===== src/rtl/tile_spawner_pkg.sv =====
// Shared game definitions: cell geometry, tile exponents and spawner FSM states.
package tile_spawner_pkg;

  localparam int unsigned CELL_W  = 4;
  localparam int unsigned BOARD_N = 16;

  // Tile exponents stored in a cell (0 = empty, 1 = tile 2, 2 = tile 4)
  localparam int unsigned EXP_EMPTY = 0;
  localparam int unsigned EXP_TWO   = 1;
  localparam int unsigned EXP_FOUR  = 2;

  typedef enum logic [2:0] {
    ST_IDLE,
    ST_ROW,
    ST_COL,
    ST_CHECK,
    ST_SCAN,
    ST_VAL,
    ST_WRITE,
    ST_DONE
  } spawn_state_e;

  // Cell index as used on the board bus: k = row*4 + col
  function automatic logic [3:0] cell_index(input logic [1:0] row, input logic [1:0] col);
    return {row, col};
  endfunction

endpackage


===== src/rtl/tile_spawner_empty_scan.sv =====
// Combinational occupancy view of the 4x4 board: per-cell empty flags and a
// board-full indication (no cell empty).
module empty_scan #(
  parameter int unsigned CELL_W = tile_spawner_pkg::CELL_W
) (
  input  logic [tile_spawner_pkg::BOARD_N*CELL_W-1:0] i_board,
  output logic [tile_spawner_pkg::BOARD_N-1:0]        o_cell_empty,
  output logic                                        o_board_full
);
  import tile_spawner_pkg::*;

  // Per-cell empty test and NOR-reduce of the empty flags into board_full
  always_comb begin
    o_cell_empty = '0;
    for (int unsigned k = 0; k < BOARD_N; k++) begin
      o_cell_empty[k] = (i_board[k*CELL_W +: CELL_W] == CELL_W'(EXP_EMPTY));
    end
    o_board_full = ~|o_cell_empty;
  end

endmodule


===== src/rtl/tile_spawner.sv =====
// Places one new tile on an empty cell of the 4x4 board per request.
// Random row/column picks (MAX_TRIES attempts) fall back to a linear scan,
// so every request completes in bounded time.
// Optional feature macro: SPAWN_FOUR_EN (25% chance of a four-tile).
module tile_spawner #(
  parameter int unsigned MAX_TRIES = 4,
  parameter int unsigned CELL_W    = tile_spawner_pkg::CELL_W
) (
  input  logic                                        clk,
  input  logic                                        rst_n,
  input  logic [1:0]                                  rand2b,
  input  logic [tile_spawner_pkg::BOARD_N*CELL_W-1:0] board,
  input  logic                                        spawn_req,
  output logic                                        busy,
  output logic                                        wr_en,
  output logic [3:0]                                  wr_addr,
  output logic [CELL_W-1:0]                           wr_val,
  output logic                                        spawn_done,
  output logic                                        spawn_fail
);
  import tile_spawner_pkg::*;

  localparam logic [3:0] LP_MAX_TRIES = 4'(MAX_TRIES);

  spawn_state_e        r_state;
  spawn_state_e        w_state_nxt;
  logic [1:0]          r_row;
  logic [1:0]          r_col;
  logic [3:0]          r_tries;
  logic [3:0]          r_idx;
  logic [CELL_W-1:0]   r_wr_val;
  logic                r_fail;

  logic [BOARD_N-1:0]  w_cell_empty;
  logic                w_board_full;
  logic [3:0]          w_pick;
  logic                w_pick_empty;
  logic                w_idx_empty;
  logic                w_last_try;

  empty_scan #(
    .CELL_W(CELL_W)
  ) u_empty_scan (
    .i_board      (board),
    .o_cell_empty (w_cell_empty),
    .o_board_full (w_board_full)
  );

  // Occupancy lookups for the current random pick and scan index
  always_comb begin
    w_pick       = cell_index(r_row, r_col);
    w_pick_empty = w_cell_empty[w_pick];
    w_idx_empty  = w_cell_empty[r_idx];
    w_last_try   = ((r_tries + 4'd1) == LP_MAX_TRIES);
  end

  // State register
  always_ff @(posedge clk or negedge rst_n) begin
    if (!rst_n) begin
      r_state <= ST_IDLE;
    end else begin
      r_state <= w_state_nxt;
    end
  end

  // Next-state logic
  always_comb begin
    w_state_nxt = r_state;
    case (r_state)
      ST_IDLE:  if (spawn_req) w_state_nxt = w_board_full ? ST_DONE : ST_ROW;
      ST_ROW:   w_state_nxt = ST_COL;
      ST_COL:   w_state_nxt = ST_CHECK;
      ST_CHECK: begin
        if (w_pick_empty)    w_state_nxt = ST_VAL;
        else if (w_last_try) w_state_nxt = ST_SCAN;
        else                 w_state_nxt = ST_ROW;
      end
      ST_SCAN:  if (w_idx_empty) w_state_nxt = ST_VAL;
      ST_VAL:   w_state_nxt = ST_WRITE;
      ST_WRITE: w_state_nxt = ST_DONE;
      ST_DONE:  w_state_nxt = ST_IDLE;
      default:  w_state_nxt = ST_IDLE;
    endcase
  end

  // Datapath: pick coordinates, retry counter, scan index, value and fail flag
  always_ff @(posedge clk or negedge rst_n) begin
    if (!rst_n) begin
      r_row    <= '0;
      r_col    <= '0;
      r_tries  <= '0;
      r_idx    <= '0;
      r_wr_val <= '0;
      r_fail   <= 1'b0;
    end else begin
      case (r_state)
        ST_IDLE: begin
          if (spawn_req) r_tries <= '0;
          r_fail <= spawn_req & w_board_full;
        end
        ST_ROW: r_row <= rand2b;
        ST_COL: r_col <= rand2b;
        ST_CHECK: begin
          if (!w_pick_empty) begin
            if (w_last_try) r_idx   <= '0;
            else            r_tries <= r_tries + 4'd1;
          end
        end
        ST_SCAN: begin
          if (w_idx_empty) {r_row, r_col} <= r_idx;
          else             r_idx          <= r_idx + 4'd1;
        end
        ST_VAL: begin
`ifdef SPAWN_FOUR_EN
          r_wr_val <= (rand2b == 2'b00) ? CELL_W'(EXP_FOUR) : CELL_W'(EXP_TWO);
`else
          r_wr_val <= CELL_W'(EXP_TWO);
`endif
        end
        ST_DONE: r_fail <= 1'b0;
        default: ;
      endcase
    end
  end

  // Outputs decoded from state; write bus is zero outside the write strobe
  always_comb begin
    busy       = (r_state != ST_IDLE);
    wr_en      = (r_state == ST_WRITE);
    wr_addr    = wr_en ? w_pick : '0;
    wr_val     = wr_en ? r_wr_val : '0;
    spawn_done = (r_state == ST_DONE);
    spawn_fail = spawn_done & r_fail;
  end

endmodule


===== config.mk =====
export PLATFORM = sky130hd
export DESIGN_NAME = tile_spawner
export DESIGN_NICKNAME = d
export VERILOG_FILES = /design/src/rtl/tile_spawner_pkg.sv /design/src/rtl/tile_spawner_empty_scan.sv /design/src/rtl/tile_spawner.sv
export SDC_FILE = /design/constraint.sdc
export NUM_CORES = 1
export LEC_CHECK = 0
export ABC_AREA = 0
export ABC_CLOCK_PERIOD_IN_PS = 1650
export CORE_ASPECT_RATIO = 2
export CORE_MARGIN = 10
export CORE_UTILIZATION = 37
export CTS_BUF_LIST = sky130_fd_sc_hd__clkbuf_2 sky130_fd_sc_hd__clkbuf_4 sky130_fd_sc_hd__clkbuf_8
export CTS_CLUSTER_DIAMETER = 120
export DETAILED_ROUTE_END_ITERATION = 10
export HOLD_SLACK_MARGIN = 0.02
export PLACE_DENSITY_LB_ADDON = 0.08
export RECOVER_POWER = 25
export SETUP_SLACK_MARGIN = 0.1
export SLEW_MARGIN = 10
export SYNTH_ARGS = -nofsm -noshare
export SYNTH_HDL_FRONTEND = slang
export SYNTH_HIERARCHICAL = 1
export SYNTH_SLANG_ARGS = --single-unit

===== constraint.sdc =====
create_clock -name clk -period 1.65 [get_ports clk]
set_input_delay 0.2475 -clock clk [delete_from_list [all_inputs] [get_ports clk]]
set_output_delay 0.2475 -clock clk [all_outputs]
set_load 0.02 [all_outputs]

* Word-level counts from Yosys, hierarchy flattened
Index checks and enable logic that the tools add are counted.
** Storage, ports and cells
- Bits of input ports :: 69
- Output and inout bits :: 12
- Logic and storage cells :: 82
- Flip-flop bits (word level) :: 17
** Operators by class
- Magnitude comparators :: 2
- Equality and inequality tests :: 14
- Bitwise gates (word level) :: 2
- Reduce and logical (&&, ||, !) cells :: 30
- Mux-type cells :: 25
- Add/subtract/negate cells :: 2
** Operator list (count)
- 4-bit zero test :: 16
- 4-bit 2-to-1 mux :: 7
- 3-bit one-hot mux with 8 select lines :: 1
- 4-bit one-hot mux with 2 select lines :: 2
- 16-bit OR reduction :: 1
- 3-bit 2-to-1 mux :: 5
- 3-bit == test, second input constant :: 4
- 2-bit inequality test, second input constant :: 6
- 4-bit by 5-bit less-than comparator with 1-bit output, second input constant :: 2
- 2-bit nonzero test :: 5
- 4-bit by 1-bit adder with 4-bit output, second input constant :: 2
- 1-bit binary-select mux with 4-bit select :: 2
- 2-bit one-hot mux with 2 select lines :: 2
- 4-bit AND reduction :: 2
- 3-bit by 2-bit == test with 1-bit output, second input constant :: 2
- 2-bit AND reduction :: 3
- 4-bit by 3-bit == test with 1-bit output, second input constant :: 1
- 2-bit 2-to-1 mux :: 2
- 3-bit by 1-bit == test with 1-bit output, second input constant :: 1
- 3-bit zero test :: 1
- 1-bit 2-to-1 mux :: 3
- 3-bit nonzero test :: 1
- 1-bit AND :: 2
- 1-bit one-hot mux with 2 select lines :: 1
- 1-bit zero test :: 1

* Longest topological paths before layout
Gate-level depths: netlist (run 1).
- Word-level depth :: 5
- Depth in mapped cells :: 7
- Gate-level depth less buffers :: 7

* Modules after synthesis
The synthesis (run 1) kept the hierarchy.
** Modules (own cells, without submodules)
- tile_spawner :: cells an instance 138, times used 1, seq. area each 425.4 um2, area each 1332.5 um2
- empty_scan :: cells an instance 21, times used 1, seq. area each 0.0 um2, area each 227.7 um2

* Worst setup path before layout (run 1)
Ideal clock, no wire load.
- Kind :: input to register
- Start point :: input port board[5] in the netlist's numbering
- End point :: register r_tries[2]
- Required time :: 1.521 ns
- Data arrival time :: 1.677 ns
- Library setup time :: 0.129 ns
- Path buffers :: 0
- Setup slack :: -0.156 ns
- Cell stages on the path :: 6
- Cell sequence :: nor4_1 > mux2i_1 > mux4_2 > mux2i_4 > nor3_1 > mux2i_1
** On the way
- Word-level cells in the longest chain between the ends :: 5
** Ends and longest elaborated chain
- from (decl) :: RTL line tile_spawner.sv:12 : input logic [tile_spawner_pkg::BOARD_N*CELL_W-1:0] board,
- 4-bit zero test :: RTL line tile_spawner_empty_scan.sv:16 : o_cell_empty[k] = (i_board[k*CELL_W +: CELL_W] == CELL_W'(EXP_EMPTY));
- 1-bit binary-select mux with 4-bit select :: RTL line tile_spawner.sv:52 : w_pick_empty = w_cell_empty[w_pick];
- 1-bit 2-to-1 mux (implied by the code) :: RTL line tile_spawner.sv:52
- 2-bit inequality test (no line)
- 4-bit AND reduction (no line)
- to (signal assigned) :: RTL line tile_spawner.sv:106 : else r_tries <= r_tries + 4'd1;
- to (decl) :: RTL line tile_spawner.sv:29 : logic [3:0] r_tries;
Every way passes these cells. The select of a mux whose other input is x is not followed.
A chain may end at the register's enable or synchronous reset.

* Worst setup path in the final report (run 1)
- Start point :: register r_idx[1]
- End point :: register r_col[0]
** On the way
- Word-level cells in the longest chain between the ends :: 4
** Ends and longest elaborated chain
- from (decl) :: RTL line tile_spawner.sv:30 : logic [3:0] r_idx;
- from (signal assigned) :: RTL line tile_spawner.sv:111 : else r_idx <= r_idx + 4'd1;
- 1-bit binary-select mux with 4-bit select :: RTL line tile_spawner.sv:53 : w_idx_empty = w_cell_empty[r_idx];
- 1-bit 2-to-1 mux (implied by the code) :: RTL line tile_spawner.sv:53
- 2-bit inequality test (no line)
- 2-bit AND reduction (no line)
- to (signal assigned) :: RTL line tile_spawner.sv:102 : ST_COL: r_col <= rand2b;
- to (signal assigned) :: RTL line tile_spawner.sv:110 : if (w_idx_empty) {r_row, r_col} <= r_idx;
- to (decl) :: RTL line tile_spawner.sv:28 : logic [1:0] r_col;
Every way passes these cells. The select of a mux whose other input is x is not followed.

==> results of run 1 <==
==> worst max-delay path: stages (launching register included) <==
cell,delay (ps)
dfrtp_1,380
buf_12,130
mux4_2,510
a22oi_2,240
buf_6,150
a21oi_4,100
a221oi_2,310
==> through the flow <==
stage	hold slack, ps	instances	cell area, sq um	setup slack [ps]	utilization
2_1_floorplan	-48.1	161	1690	-88.4	-
3_3_place_gp	438	317	2750	-672	0.674
3_5_place_dp	441	317	2750	-731	0.674
4_1_cts	327	328	2890	-279	0.706
5_1_grt	517	330	3010	-376	0.735
6_report	480	330	3010	-281	0.735
==> kinds of logic after synthesis <==
family                   after synthesis
buffers and inverters                 17
multiplexers                          20
AND/OR/NAND/NOR                       72
adder cells (fa/ha/maj)                6
flip-flops                            17
AO/OA/AOI/OAI                         26
other                                  1
==> state kept, by name, summed over array words and instances (netlist names) <==
| signal | count |
|---|---|
| r_tries | 4 |
| r_fail | 1 |
| r_row | 2 |
| r_idx | 4 |
| r_wr_val | 1 |
| r_col | 2 |
| r_state | 3 |
==> layout make-up <==
type                       count  area share
clock inverter                 1     0.00250
tap                           52      0.0216
timing repair buffer         120       0.355
multi-input combinational    127       0.453
inverter                      10      0.0125
sequential                    17       0.142
clock buffer                   3      0.0137
==> cell usage after synthesis, types with 5 or more instances <==
cell type  count  area, sq um
dfrtp_1       17          425
nor4_2        15          188
mux2i_1       13          130
nor2_1        11         41.3
inv_1         10         37.5
nand2_1        9         33.8
nor3_1         7         35.0
and3_1         6         37.5
ha_1           6         75.1
mux4_2         6          135
nor2b_1        5         31.3
nor4_1         5         31.3
==> power by group through the flow <==
stage / registers (mW) / clock network, mW / logic [mW]
5_1_grt: 0.872 / 0.354 / 2.42
3_3_place_gp: 0.798 / 0 / 1.78
6_report: 0.843 / 0.340 / 2.25
3_5_place_dp: 0.810 / 0 / 1.84
2_1_floorplan: 0.754 / 0 / 1.05
4_1_cts: 0.825 / 0.326 / 2.05
==> per-layer routing <==
layer / up-vias / routed length, um
li1: 840 / -
met1: 870 / 1810
met2: 69 / 3630
met3: 25 / 403
met4: 0 / 310
met5: - / 0
==> cells in the final DEF (no fill, tap or decap), drive strengths merged, types with 6 or more instances in the layout <==
cell type      synthesis  routed
nand2                  9       9
ha                     6       6
nor4                  20      20
and3                   6       6
buf                    5      50
dfrtp                 17      17
inv                   10      10
clkdlybuf4s15          0       6
nor3                   7       7
mux4                   6       6
dlygate4sd2            0      59
nor2                  11      11
mux2i                 14      14
==> final timing paths <==
check | from | end | slack [ps] | cells past startpoint
setup / recovery | r_idx[1] | r_col[0] | -280 | 6
hold / removal | r_wr_val[0] | r_wr_val[0] | 480 | 1
setup reg to reg | r_idx[1] | r_col[0] | -280 | 6
hold reg to reg | r_wr_val[0] | r_wr_val[0] | 480 | 1
max in group asynchronous | rst_n | r_state[2] | 330 | 2
min in group asynchronous | rst_n | r_tries[0] | 660 | 2
==> repair_timing <==
action | CTS | global route
resized for setup | 125 | 31
setup endpoints to repair | 25 | 22
pin swaps | 21 | 13
buffers inserted | 7 | 2
==> impl_metrics.env, run 1 <==
export IMPL_outcome="complete, but fails checks"
export IMPL_violations="negative setup slack"
export IMPL_grt_pass1_wl_um=10100
export IMPL_p_int_mw=1.95
export IMPL_vias=1804
export IMPL_clk_latency_ps=270
export IMPL_setup_ws_ps=-281
export IMPL_grt_max_degree=18
export IMPL_final_max_slew_viol_count=0
export IMPL_die_y_um=112
export IMPL_arrival_ps=2090
export IMPL_clk_pin_slew_ps=70
export IMPL_synth_cell_type_count=37
export IMPL_post_route_period_util=1.17
export IMPL_cts_buffers=3
export IMPL_multi_input_area_sq_um=1360
export IMPL_regArea_sq_um=427
export IMPL_fill_cells=309
export IMPL_drt_vias_per_instance=5.47
export IMPL_cp_end_kind="register"
export IMPL_cts_root_buf="clkbuf_8"
export IMPL_clock_sinks=17
export IMPL_fmax_ghz=0.518
export IMPL_grt_pass1_vias=2167
export IMPL_synth_fa_ha_area_frac=0.0481
export IMPL_drt_total_wl_um=6150
export IMPL_drt_iter0_markers=83
export IMPL_rows=33
export IMPL_track_usage=0.170
export IMPL_dr_pass1_iters=4
export IMPL_antenna_found_initial=0
export IMPL_dpl_hpwl_um=4880
export IMPL_p_comb_frac=0.655
export IMPL_tightestPinTransition_ps=989
export IMPL_synthArstFlopShare=1.00
export IMPL_synth_area_per_cell_sq_um=9.81
export IMPL_cp_max_fo=8
export IMPL_grt_use_met1=0.145
export IMPL_power_switching_mw=1.48
export IMPL_die_area_sq_um=7370
export IMPL_cts_tree="done"
export IMPL_chipWidth_um=65.9
export IMPL_routedWlPerCell_um=18.6
export IMPL_skew_ps=1.31
export IMPL_power_density_nw_per_um2=1140
export IMPL_layout_drive_gt1_share=0.392
export IMPL_layout_nets=354
export IMPL_h_tree_depth=1
export IMPL_fin_total_pwr_mw=3.43
export IMPL_grt_use_met2=0.324
export IMPL_ios=81
export IMPL_synth_compound_area_frac=0.119
export IMPL_ctsLongestPathBuffers=2
export IMPL_syn_area_sq_um=1560
export IMPL_swShare=0.432
export IMPL_postRouteAntennaNets=0
export IMPL_ctsHoldBuffers=0
export IMPL_area_delta_synth_final_pct=92.6
export IMPL_synthFlopType="dfrtp_1"
export IMPL_criticalPathCategory="register to register"
export IMPL_p_seq_frac=0.246
export IMPL_hold_viol_final=0
export IMPL_maxCapViolCount=0
export IMPL_synthMuxAreaShare=0.184
export IMPL_required_ps=1810
export IMPL_ys_ff_latch=17
export IMPL_fin_tns_setup_ps=-3310
export IMPL_ys_warn_count=6
export IMPL_synth_top_family_by_area="simple AND/OR/NAND/NOR gates"
export IMPL_synth_edf_count=0
export IMPL_finalCriticalPeriod_ps=1930
export IMPL_grtUsageMet3=0.0472
export IMPL_core_area_sq_um=4090
export IMPL_diodes=0
export IMPL_synth_seq_area_share=0.273
export IMPL_synth_xor_area_frac=0
export IMPL_grt_ovfl_total=0
export IMPL_top_usage_layer="met2"
export IMPL_rsz0062_at_grt="yes"
export IMPL_p_leak_nw=1.29
export IMPL_setup_violations=15
export IMPL_io_buffers=77
export IMPL_drc_errors=0
export IMPL_hold_path_class="register to register"
export IMPL_netlist_instances=159
export IMPL_ir_worst_vdd_mv=0.820
export IMPL_synth_simple_area_share=0.319
export IMPL_slew_headroom=0.341
export IMPL_start_util=0.382
export IMPL_start_kind="register"
export IMPL_p_clk_frac=0.099
export IMPL_place_gp_congestion=0.860
(Power assumes the default switching activity.)
==> inputs of run 2 (changes only) <==
CORE_MARGIN = default   (was 10)
==> run 2 against run 1 <==
  * The flow still finishes with violations (negative setup slack)
  * Core utilization down 1.1 points
  * Final area is 2.5% lower
  * Flip-flop and latch count stayed put
  * Sequential share of layout area is 0.33 points higher
  * Largest cell class unchanged
  * Critical path type unchanged
  * Critical endpoint unchanged
==> impl_metrics.env, run 2 (synthesis gave the netlist of run 1 again) <==
export IMPL_setup_ws_ps=-282
export IMPL_antenna_found_initial=0
export IMPL_cts_tree="done"
export IMPL_layout_drive_gt1_share=0.375
export IMPL_start_util=0.386
export IMPL_reg2reg_slack_ps=-280
export IMPL_wl_met3_um=188
export IMPL_whs_endpoint="r_wr_val[0]"
export IMPL_layoutNonFillerInstCount=329
export IMPL_cp_slowest_cell="mux4_2"
export IMPL_fill_cells=342
export IMPL_drt_iter0_markers=42
export IMPL_wl_met2_um=3390
export IMPL_maxCapViolCount=0
export IMPL_critical_path_top_delay_family="compound AO/OA/AOI/OAI gates"
export IMPL_path_buf_inv=2
export IMPL_grt_pass1_wl_um=8530
export IMPL_cts_buffers=3
export IMPL_start_kind="register"
export IMPL_grt_max_degree=18
export IMPL_wl_met1_um=1620
export IMPL_fmax_ghz=0.518
export IMPL_h_tree_depth=1
export IMPL_setup_violations=15
export IMPL_r2r_end="r_col[0]"
export IMPL_slowest_delay_ps=500
export IMPL_layout_commonest_cell="dlygate4sd2_1"
export IMPL_fin_total_pwr_mw=3.27
export IMPL_hold_viol_final=0
export IMPL_p_leak_nw=1.28
export IMPL_required_ps=1810
export IMPL_worstHoldStart="r_wr_val[0]"
export IMPL_drt_vias_per_instance=5.47
export IMPL_layout_common_cells="50 x dlygate4sd2_1, 37 x buf_4, 17 x dfrtp_1"
export IMPL_tightestPinTransition_ps=978
export IMPL_drc_errors=0
export IMPL_cts_root_buf="clkbuf_8"
export IMPL_slew_headroom=0.348
export IMPL_violations="negative setup slack"
export IMPL_reg2regPathDepth=6
export IMPL_cp_end_kind="register"
export IMPL_vias=1801
export IMPL_ir_worst_vdd_mv=0.752
export IMPL_arrival_ps=2090
export IMPL_timing_rr_start="r_idx[1]"
export IMPL_core_area_sq_um=4050
export IMPL_routedWlPerCell_um=16.6
export IMPL_area_delta_synth_final_pct=87.7
export IMPL_place_gp_congestion=0.860
export IMPL_clk_latency_ps=260
export IMPL_grt_ovfl_total=0
export IMPL_cp_max_fo=8
export IMPL_postRouteAntennaNets=0
export IMPL_outcome="complete, but fails checks"
export IMPL_place_inst=316
export IMPL_place_area_sq_um=2750
export IMPL_grt_pass1_vias=1966
export IMPL_rows=33
export IMPL_finalCriticalPeriod_ps=1930
export IMPL_post_route_period_util=1.17
export IMPL_dpl_hpwl_um=4300
export IMPL_power_density_nw_per_um2=1120
export IMPL_final_max_slew_viol_count=0
export IMPL_layout_nets=353
export IMPL_diodes=0
export IMPL_maxUsedRoutingLayer="met4"
export IMPL_clock_sinks=17
export IMPL_rsz0062_at_grt="yes"
export IMPL_dr_pass1_iters=4
export IMPL_drt_total_wl_um=5450
export IMPL_skew_ps=2.03
export IMPL_die_area_sq_um=4500
export IMPL_die_y_um=93.8
export IMPL_reg_largest_list="r_idx x4, r_tries x4, r_state x3"
export IMPL_ctsLongestPathBuffers=2
export IMPL_clk_pin_slew_ps=70
export IMPL_holdPathStages=1
export IMPL_worstPathCellList="buf_12 -> mux4_2 -> a22oi_2 -> buf_4 -> a21oi_4 -> a221oi_2"
export IMPL_io_buffers=77
export IMPL_criticalPathCategory="register to register"
export IMPL_track_usage=0.267
export IMPL_stdcell_area_sq_um=2930
export IMPL_hold_path_class="register to register"
export IMPL_chipWidth_um=47.9
export IMPL_ios=81
[run 2: cell count changes in the layout (fill, tap and decap cells not counted), sizes merged]
cell	previous run	this run
dlygate4sd2	59	50
clkbuf	4	5
clkinv	0	1
clkdlybuf4s15	6	13
clkinvlp	1	0
[run 2: how the worst max path moves through the flow]
stage               from         end  slack [ps]  depth (start not counted)
3_3_place_gp   board[61]  r_tries[3]        -690                          7
6_report        r_idx[1]    r_col[0]        -280                          6
4_1_cts         r_idx[1]    r_idx[2]        -270                          6
3_5_place_dp   board[29]  r_tries[1]        -750                          7
5_1_grt         r_idx[1]    r_col[0]        -370                          6
2_1_floorplan   r_idx[1]    r_idx[2]         -90                          6
[run 2: cell type report]
cell class | instances | area (sq um) | share of cell area
Clock inverter | 1 | 5.00 | 0.00171
Clock buffer | 3 | 41.3 | 0.0141
Tap cell | 52 | 65.1 | 0.0222
Timing Repair Buffer | 119 | 1020 | 0.347
Multi-Input combinational cell | 127 | 1340 | 0.457
Inverter | 10 | 37.5 | 0.0128
Sequential cell | 17 | 425 | 0.145
[run 2: through the flow]
stage	hold WS, ps	TNS [ps]	utilization	worst slack (ps)
floorplan	-48.1	-699	-	-88.4
global placement	436	-10270	0.679	-687
detailed placement	454	-11060	0.679	-748
CTS	326	-2890	0.706	-274
global route	479	-4340	0.724	-373
finish	465	-3140	0.724	-282
[run 2: report_power, final]
group | internal, mW | switching (mW)
Sequential | 0.592 | 0.233
Clock | 0.168 | 0.154
Combinational | 1.10 | 1.02
Total | 1.87 | 1.41
[run 2: timing repair]
action / in CTS / in global routing
cloned: 0 / 0
hold buffers: 0 / 0
buffers inserted: 7 / 2
resized for setup: 127 / 20
pin swaps: 19 / 11
setup endpoints to repair: 25 / 23
[run 2: metal layers]
| metal | up-vias | track usage |
|---|---|---|
| met5 | - | 0 |
| met4 | 0 | 0.162 |
| met3 | 20 | 0.0250 |
| met2 | 69 | 0.509 |
| met1 | 870 | 0.234 |
| li1 | 842 | - |
